===== config.mk =====
export PLATFORM = sky130hd
export DESIGN_NAME = fir_addr_sequencer_flat
export DESIGN_NICKNAME = d
export VERILOG_FILES = /design/src/rtl/fir_addr_sequencer_if.sv /design/src/rtl/fir_addr_sequencer.sv /design/src/flat_wrapper.sv
export SDC_FILE = /design/constraint.sdc
export NUM_CORES = 1
export LEC_CHECK = 0
export CORE_MARGIN = 2
export CORE_UTILIZATION = 46
export DETAILED_ROUTE_END_ITERATION = 10
export GPL_ROUTABILITY_DRIVEN = 0
export HOLD_SLACK_MARGIN = 0.02
export PLACE_DENSITY_LB_ADDON = 0.25
export SYNTH_ARGS = -nofsm -noshare
export SYNTH_HDL_FRONTEND = slang
export SYNTH_SLANG_ARGS = --single-unit

===== constraint.sdc =====
create_clock -name clk -period 2.4 [get_ports clk]
set_input_delay 0.24 -clock clk [delete_from_list [all_inputs] [get_ports clk]]
set_output_delay 0.24 -clock clk [all_outputs]
set_load 0.005 [all_outputs]

===== src/rtl/fir_addr_sequencer_if.sv =====
// ---------------------------------------------------------------------------
// fir_addr_sequencer_if
// Bundle between the FIR address sequencer and its neighbours: the
// sample-input handshake, the 8-bit address register, the coefficient ROM
// and the MAC unit.
//
// Signals (direction seen from the sequencer, i.e. the master modport):
//   start     in   new-sample request
//   ld        out  load strobe to the address register
//   addr_out  out  sample-buffer address presented with ld
//   we        out  sample-buffer write enable
//   coef_addr out  coefficient ROM address
//   acc_clr   out  accumulator clear
//   mac_en    out  MAC enable, aligned with the address-register output
//   busy      out  sequencer not idle
//   done      out  one-cycle result-valid pulse
//   overrun   out  sticky start-while-busy flag   (FIR_SEQ_OVERRUN_EN only)
//   ovr_clr   in   clears overrun                 (FIR_SEQ_OVERRUN_EN only)
// ---------------------------------------------------------------------------
interface fir_addr_sequencer_if #(
  parameter int AW = 8
);
  logic          start;
  logic          ld;
  logic [AW-1:0] addr_out;
  logic          we;
  logic [AW-1:0] coef_addr;
  logic          acc_clr;
  logic          mac_en;
  logic          busy;
  logic          done;
`ifdef FIR_SEQ_OVERRUN_EN
  logic          overrun;
  logic          ovr_clr;

  modport master (
    input  start, ovr_clr,
    output ld, addr_out, we, coef_addr, acc_clr, mac_en, busy, done, overrun
  );
  modport slave (
    output start, ovr_clr,
    input  ld, addr_out, we, coef_addr, acc_clr, mac_en, busy, done, overrun
  );
`else
  modport master (
    input  start,
    output ld, addr_out, we, coef_addr, acc_clr, mac_en, busy, done
  );
  modport slave (
    output start,
    input  ld, addr_out, we, coef_addr, acc_clr, mac_en, busy, done
  );
`endif
endinterface


===== src/rtl/fir_addr_sequencer.sv =====
// ---------------------------------------------------------------------------
// fir_addr_sequencer
// Initiator side of the FIR address-register load interface. For every
// accepted start it writes the new sample into a circular buffer (WRITE),
// walks TAPS sample/coefficient address pairs newest-to-oldest (MAC), lets
// the last tap flow through the address register (DRAIN) and pulses done
// (DONE). Outputs are Moore-decoded from state/counters; mac_en is a
// dedicated flop so it lines up with the address register's output.
//
// Parameters: TAPS (2..128), AW (address width), SBASE (sample buffer base),
//             CBASE (coefficient table base).
// Ports:      clk, rst (async, active-high), bus (fir_addr_sequencer_if
//             master modport: start in; ld, addr_out, we, coef_addr,
//             acc_clr, mac_en, busy, done out).
// Option:     define FIR_SEQ_OVERRUN_EN to add the sticky overrun flag and
//             its ovr_clr input; without it a start while busy is dropped.
// ---------------------------------------------------------------------------
module fir_addr_sequencer #(
  parameter int            TAPS  = 8,
  parameter int            AW    = 8,
  parameter logic [AW-1:0] SBASE = 8'h00,
  parameter logic [AW-1:0] CBASE = 8'h80
) (
  input  logic                 clk,
  input  logic                 rst,
  fir_addr_sequencer_if.master bus
);

  localparam int            KW    = $clog2(TAPS);
  localparam logic [KW-1:0] KLAST = KW'(TAPS - 1);

  typedef enum logic [2:0] {IDLE, WRITE, MAC, DRAIN, DONE} state_t;

  state_t        state, state_nxt;
  logic [KW-1:0] k, k_nxt;
  logic [KW-1:0] wr_ptr, wr_ptr_nxt;
  logic          mac_en_q;
  logic [AW-1:0] idx;

  // NOTE: sequential state uses non-blocking assignments so every flop
  // samples pre-edge values regardless of process evaluation order.
  always_ff @(posedge clk or posedge rst) begin
    if (rst) begin
      state    <= IDLE;
      k        <= '0;
      wr_ptr   <= '0;
      mac_en_q <= 1'b0;
    end else begin
      state    <= state_nxt;
      k        <= k_nxt;
      wr_ptr   <= wr_ptr_nxt;
      mac_en_q <= (state == MAC);
    end
  end

  // Circular-buffer index of the sample k steps older than the newest one.
  // TAPS need not be a power of two, so wrap by adding TAPS, not by masking.
  always_comb begin
    if (wr_ptr >= k) idx = AW'(wr_ptr) - AW'(k);
    else             idx = AW'(wr_ptr) + AW'(TAPS) - AW'(k);
  end

  // NOTE: every signal driven here gets a default first, so no path can
  // leave one unassigned and infer a latch.
  always_comb begin
    state_nxt     = state;
    k_nxt         = k;
    wr_ptr_nxt    = wr_ptr;
    bus.ld        = 1'b0;
    bus.we        = 1'b0;
    bus.acc_clr   = 1'b0;
    bus.done      = 1'b0;
    bus.addr_out  = SBASE;
    bus.coef_addr = CBASE;
    bus.busy      = (state != IDLE);
    case (state)
      IDLE: begin
        if (bus.start) state_nxt = WRITE;
      end
      WRITE: begin
        bus.ld       = 1'b1;
        bus.we       = 1'b1;
        bus.acc_clr  = 1'b1;
        bus.addr_out = SBASE + AW'(wr_ptr);
        k_nxt        = '0;
        state_nxt    = MAC;
      end
      MAC: begin
        bus.ld        = 1'b1;
        bus.addr_out  = SBASE + idx;
        bus.coef_addr = CBASE + AW'(k);
        if (k == KLAST) state_nxt = DRAIN;
        else            k_nxt     = k + 1'b1;
      end
      DRAIN: begin
        state_nxt = DONE;
      end
      DONE: begin
        bus.done   = 1'b1;
        wr_ptr_nxt = (wr_ptr == KLAST) ? '0 : wr_ptr + 1'b1;
        state_nxt  = IDLE;
      end
      default: state_nxt = IDLE;
    endcase
  end

  assign bus.mac_en = mac_en_q;

`ifdef FIR_SEQ_OVERRUN_EN
  // Sticky start-while-busy flag; a new overrun on the clearing edge wins.
  logic overrun_q;

  always_ff @(posedge clk or posedge rst) begin
    if (rst)                             overrun_q <= 1'b0;
    else if (bus.start && state != IDLE) overrun_q <= 1'b1;
    else if (bus.ovr_clr)                overrun_q <= 1'b0;
  end

  assign bus.overrun = overrun_q;
`else
  // Without the overrun option a start while busy is simply dropped.
`endif

endmodule


===== src/flat_wrapper.sv =====
// flat-port wrapper written by rule: the top's interface ports become plain ports
module fir_addr_sequencer_flat 
#(
  parameter int            TAPS  = 8,
  parameter int            AW    = 8,
  parameter logic [AW-1:0] SBASE = 8'h00,
  parameter logic [AW-1:0] CBASE = 8'h80
)
  (clk, rst, bus_start, bus_ld, bus_addr_out, bus_we, bus_coef_addr, bus_acc_clr, bus_mac_en, bus_busy, bus_done);
  fir_addr_sequencer_if #(.AW(AW)) bus_i ();
  input  logic clk;
  input  logic rst;
  input wire logic [$bits(bus_i.start)-1:0] bus_start;
  output wire logic [$bits(bus_i.ld)-1:0] bus_ld;
  output wire logic [$bits(bus_i.addr_out)-1:0] bus_addr_out;
  output wire logic [$bits(bus_i.we)-1:0] bus_we;
  output wire logic [$bits(bus_i.coef_addr)-1:0] bus_coef_addr;
  output wire logic [$bits(bus_i.acc_clr)-1:0] bus_acc_clr;
  output wire logic [$bits(bus_i.mac_en)-1:0] bus_mac_en;
  output wire logic [$bits(bus_i.busy)-1:0] bus_busy;
  output wire logic [$bits(bus_i.done)-1:0] bus_done;
  assign bus_i.start = bus_start;
  assign bus_ld = bus_i.ld;
  assign bus_addr_out = bus_i.addr_out;
  assign bus_we = bus_i.we;
  assign bus_coef_addr = bus_i.coef_addr;
  assign bus_acc_clr = bus_i.acc_clr;
  assign bus_mac_en = bus_i.mac_en;
  assign bus_busy = bus_i.busy;
  assign bus_done = bus_i.done;
  fir_addr_sequencer #(.TAPS(TAPS), .AW(AW), .SBASE(SBASE), .CBASE(CBASE)) u_core (.clk(clk), .rst(rst), .bus(bus_i));
endmodule

==> metrics.md, run 1 <==
| Metric | Value |
|---|---|
| Outcome | `finished, final reports clean` |
| Initial DRC Count | `7` |
| WP data required | `2160 ps` |
| Starting Density | `about half` |
| Static leakage | `0.5134 nW` |
| Wire length per cell | `12.46 um` |
| Die H | `~46 um` |
| Root cell of the clock tree | `clkbuf_4` |
| Startpoint type of the worst setup path | `flop` |
| CTS tree | `built` |
| Share of layout cells above drive strength 1 | `26.42%` |
| Yosys cell types | `33` |
| DR vias | `640` |
| Initial antenna violation count | `0` |
| Final nets | `120` |
| Vias in the first global route | `563` |
| CTS Buffer Depth | `2` |
| TritonCTS buffer count | `3` |
| CP Capture Type | `primary output` |
| Drt pass-1 iters | `3` |
| Period utilisation layout | `a little over nine tenths` |
| Number of warnings issued by yosys | `0` |
| Worst Path Max Fanout | `2` |
| Synth Instances | `86` |
| RSZ-0062 raised after global routing | `false` |
| Max Freq | `430.8 MHz` |
| Clock tree sinks | `10` |
| Clock skew | `2.367 ps` |
| Skew-Pair Late Insertion Delay | `about 270 ps` |
| Actual slew at the worst max-slew pin | `532.6 ps` |
| Post-detailed-route count of antenna-violating nets | `0` |
| GRT Overall Usage | `17.04%` |
| Fin. max-slew vios | `0` |
| Sequential share of the synthesized area | `30.21%` |
| Die width | `46.44 um` |
| Crit Path Class | `reg2out` |
| Pwr dens | `1415 mW/mm^2` |
| Final Hold Violating Endpoints | `0` |
| Via/cell ratio | `around 4.9` |
| Drt drc | `0` |
| Final core occ | `60.22%` |
| P&R area growth vs syn | `24.17%` |
| HPWL Detailed | `1252 um` |
| Global route total overflow | `0` |
| DRT Wirelength | `1632 um` |
| Max-Cap Viols | `0` |
| Filler cells | `between 150 and 200` |
| Clock transition at path regs | `70 ps` |
| First-pass GRT wire length | `2559 um` |
| Rel. slew slack | `64.50%` |
| Largest net degree at the start of global routing | `17` |
| HP Class | `in2async` |
| WHS | `~250 ps` |
| Final Cell Area | `between 0.001 and 0.0015 sq mm` |
| Post-Place Cell Area | `0.001002 sq mm` |
| Ant. Diodes | `0` |
| Peak supply drop | `between 0.0006 and 0.0007 V` |
| Port Buf Inserts | `19` |
| FP Rows | `15` |
| Mapped cell area | `828.3 sq um` |
| CTS H-tree lvls | `1` |
| Core area | `0.001708 sq mm` |
| Fin crit period | `between 2000 and 2500 ps` |
| Arr. time, crit path | `2080 ps` |
| Die Area | `0.002156 sq mm` |
| Avg Synthesized Cell Area | `between 9 and 10 sq um` |
| Final-report setup violation count | `0` |
| Io pins | `25` |
| Post-synthesis register bit count | `10` |
-- power by group --
part	total [mW]	internal (mW)	switching, mW
registers	0.311	0.240	0.0718
clock network	0.154	0.0921	0.0623
logic	0.989	0.553	0.436
-- what timing repair did --
| item | in CTS | in global routing |
|---|---|---|
| resized for setup | 13 | 11 |
| endpoints found under the setup margin | 6 | 7 |
| hold buffers | 0 | 0 |
| pin swaps | 0 | 1 |
| setup buffers | 0 | 1 |
-- cell usage after synthesis (all sizes together) --
library cell  number  share of area, %
nand2b             2               1.5
mux2               1               1.4
mux2i              1               1.2
fa                 2               4.8
a21oi              3               1.8
or3                1              0.76
a2bb2oi            3               3.2
and3b              1               1.1
a22o               5               5.4
nor2b              1               1.1
clkbuf             2               2.1
inv                7               3.2
o21ai              3               1.8
conb               2              0.91
o21bai             1              0.91
a21o               1              0.91
ha                 8                12
buf               11                10
nor3b              2               3.2
and2b              1               1.1
nor2               5               2.6
nand2              4               1.8
and2               2               1.5
nand3b             1              0.91
nor3               5               3.6
dfrtp             10                30
nand3              1              0.60
-- path summary, 6_finish.rpt --
| kind | slack, ps | cells past startpoint | start | to |
|---|---|---|---|---|
| min in group clk | 590 | 3 | bus_start | u_core.state[0]$_DFFE_PP0P_ |
| max in group asynchronous | 1880 | 2 | rst | u_core.wr_ptr[1]$_DFFE_PP0P_ |
| max | 80 | 8 | u_core.wr_ptr[0]$_DFFE_PP0P_ | bus_addr_out[3] |
| min reg2reg | 610 | 2 | u_core.wr_ptr[0]$_DFFE_PP0P_ | u_core.wr_ptr[0]$_DFFE_PP0P_ |
| min | 250 | 2 | rst | u_core.k[1]$_DFFE_PP0P_ |
| max reg2reg | 780 | 6 | u_core.k[1]$_DFFE_PP0P_ | u_core.k[0]$_DFFE_PP0P_ |
-- per-stage QoR --
stage | setup TNS [ps] | std cells | worst slack (ps) | power, mW
after floorplan | 0 | 89 | 328.0 | 0.9643
after global placement | -338.8 | 126 | -155.5 | 1.299
after detailed placement | -586.9 | 126 | -166.6 | 1.337
after CTS | 0 | 130 | 0.1441 | 1.469
after global routing | 0 | 131 | 18.63 | 1.596
final | 0 | 131 | 78.82 | 1.455
-- critical path, stage by stage, from the launching register on --
cell and delay (ps):
dfrtp_1 350, inv_1 60, ha_2 190, fa_2 340, fa_2 330, nand2_1 60, ha_1 220, nor3_1 120
buf_2 140
-- sequential cells by signal (all words and copies together), names as in the netlist --
signal and count:
u_core.k 3, u_core.state 3, u_core.wr_ptr 3, u_core.bus.mac_en 1
-- kinds of logic (layout without fill, tap and decap cells) --
logic type,Yosys count,after routing,synth area share [%]
AOI/OAI and AO/OA,16,16,14.05
and+or+nand+nor,26,26,19.64
DFF,10,10,30.21
adders and majority gates,10,10,16.92
other,2,5,0.9067
muxes,2,2,2.568
buffers and inverters,20,37,15.71
-- placed cells by master, fill, tap and decap left out, types with 4 or more instances in the layout --
| cell | instances |
|---|---|
| buf_4 | 7 |
| ha_1 | 7 |
| clkdlybuf4s50_1 | 12 |
| conb_1 | 5 |
| nor2_1 | 4 |
| dfrtp_1 | 10 |
| a22o_1 | 4 |
| nand2_1 | 4 |
| inv_1 | 7 |
| clkbuf_2 | 5 |
| nor3_1 | 4 |
-- metal layers --
layer	vias up	global-route usage (%)	share of wire, %
li1	323	-	-
met1	296	22.28	45
met2	19	28.06	49
met3	2	2.353	4.5
met4	0	6.857	1.2
met5	-	0	0
-- cell type report --
cell class | instances | area, sq um | area share [%]
Sequential cell | 10 | 250.2 | 24.33
Inverter | 7 | 26.28 | 2.555
Timing Repair Buffer | 26 | 215.2 | 20.92
Multi-Input combinational cell | 59 | 469.2 | 45.62
Clock buffer | 4 | 36.28 | 3.528
Tap cell | 25 | 31.28 | 3.041
(Power assumes the default switching activity.)
==> run 2, diff against run 1 <==
- SLEW_MARGIN: default -> 40
==> results of run 2 <==
No change in the layout: final DEF, timing and power equal those of run 1.
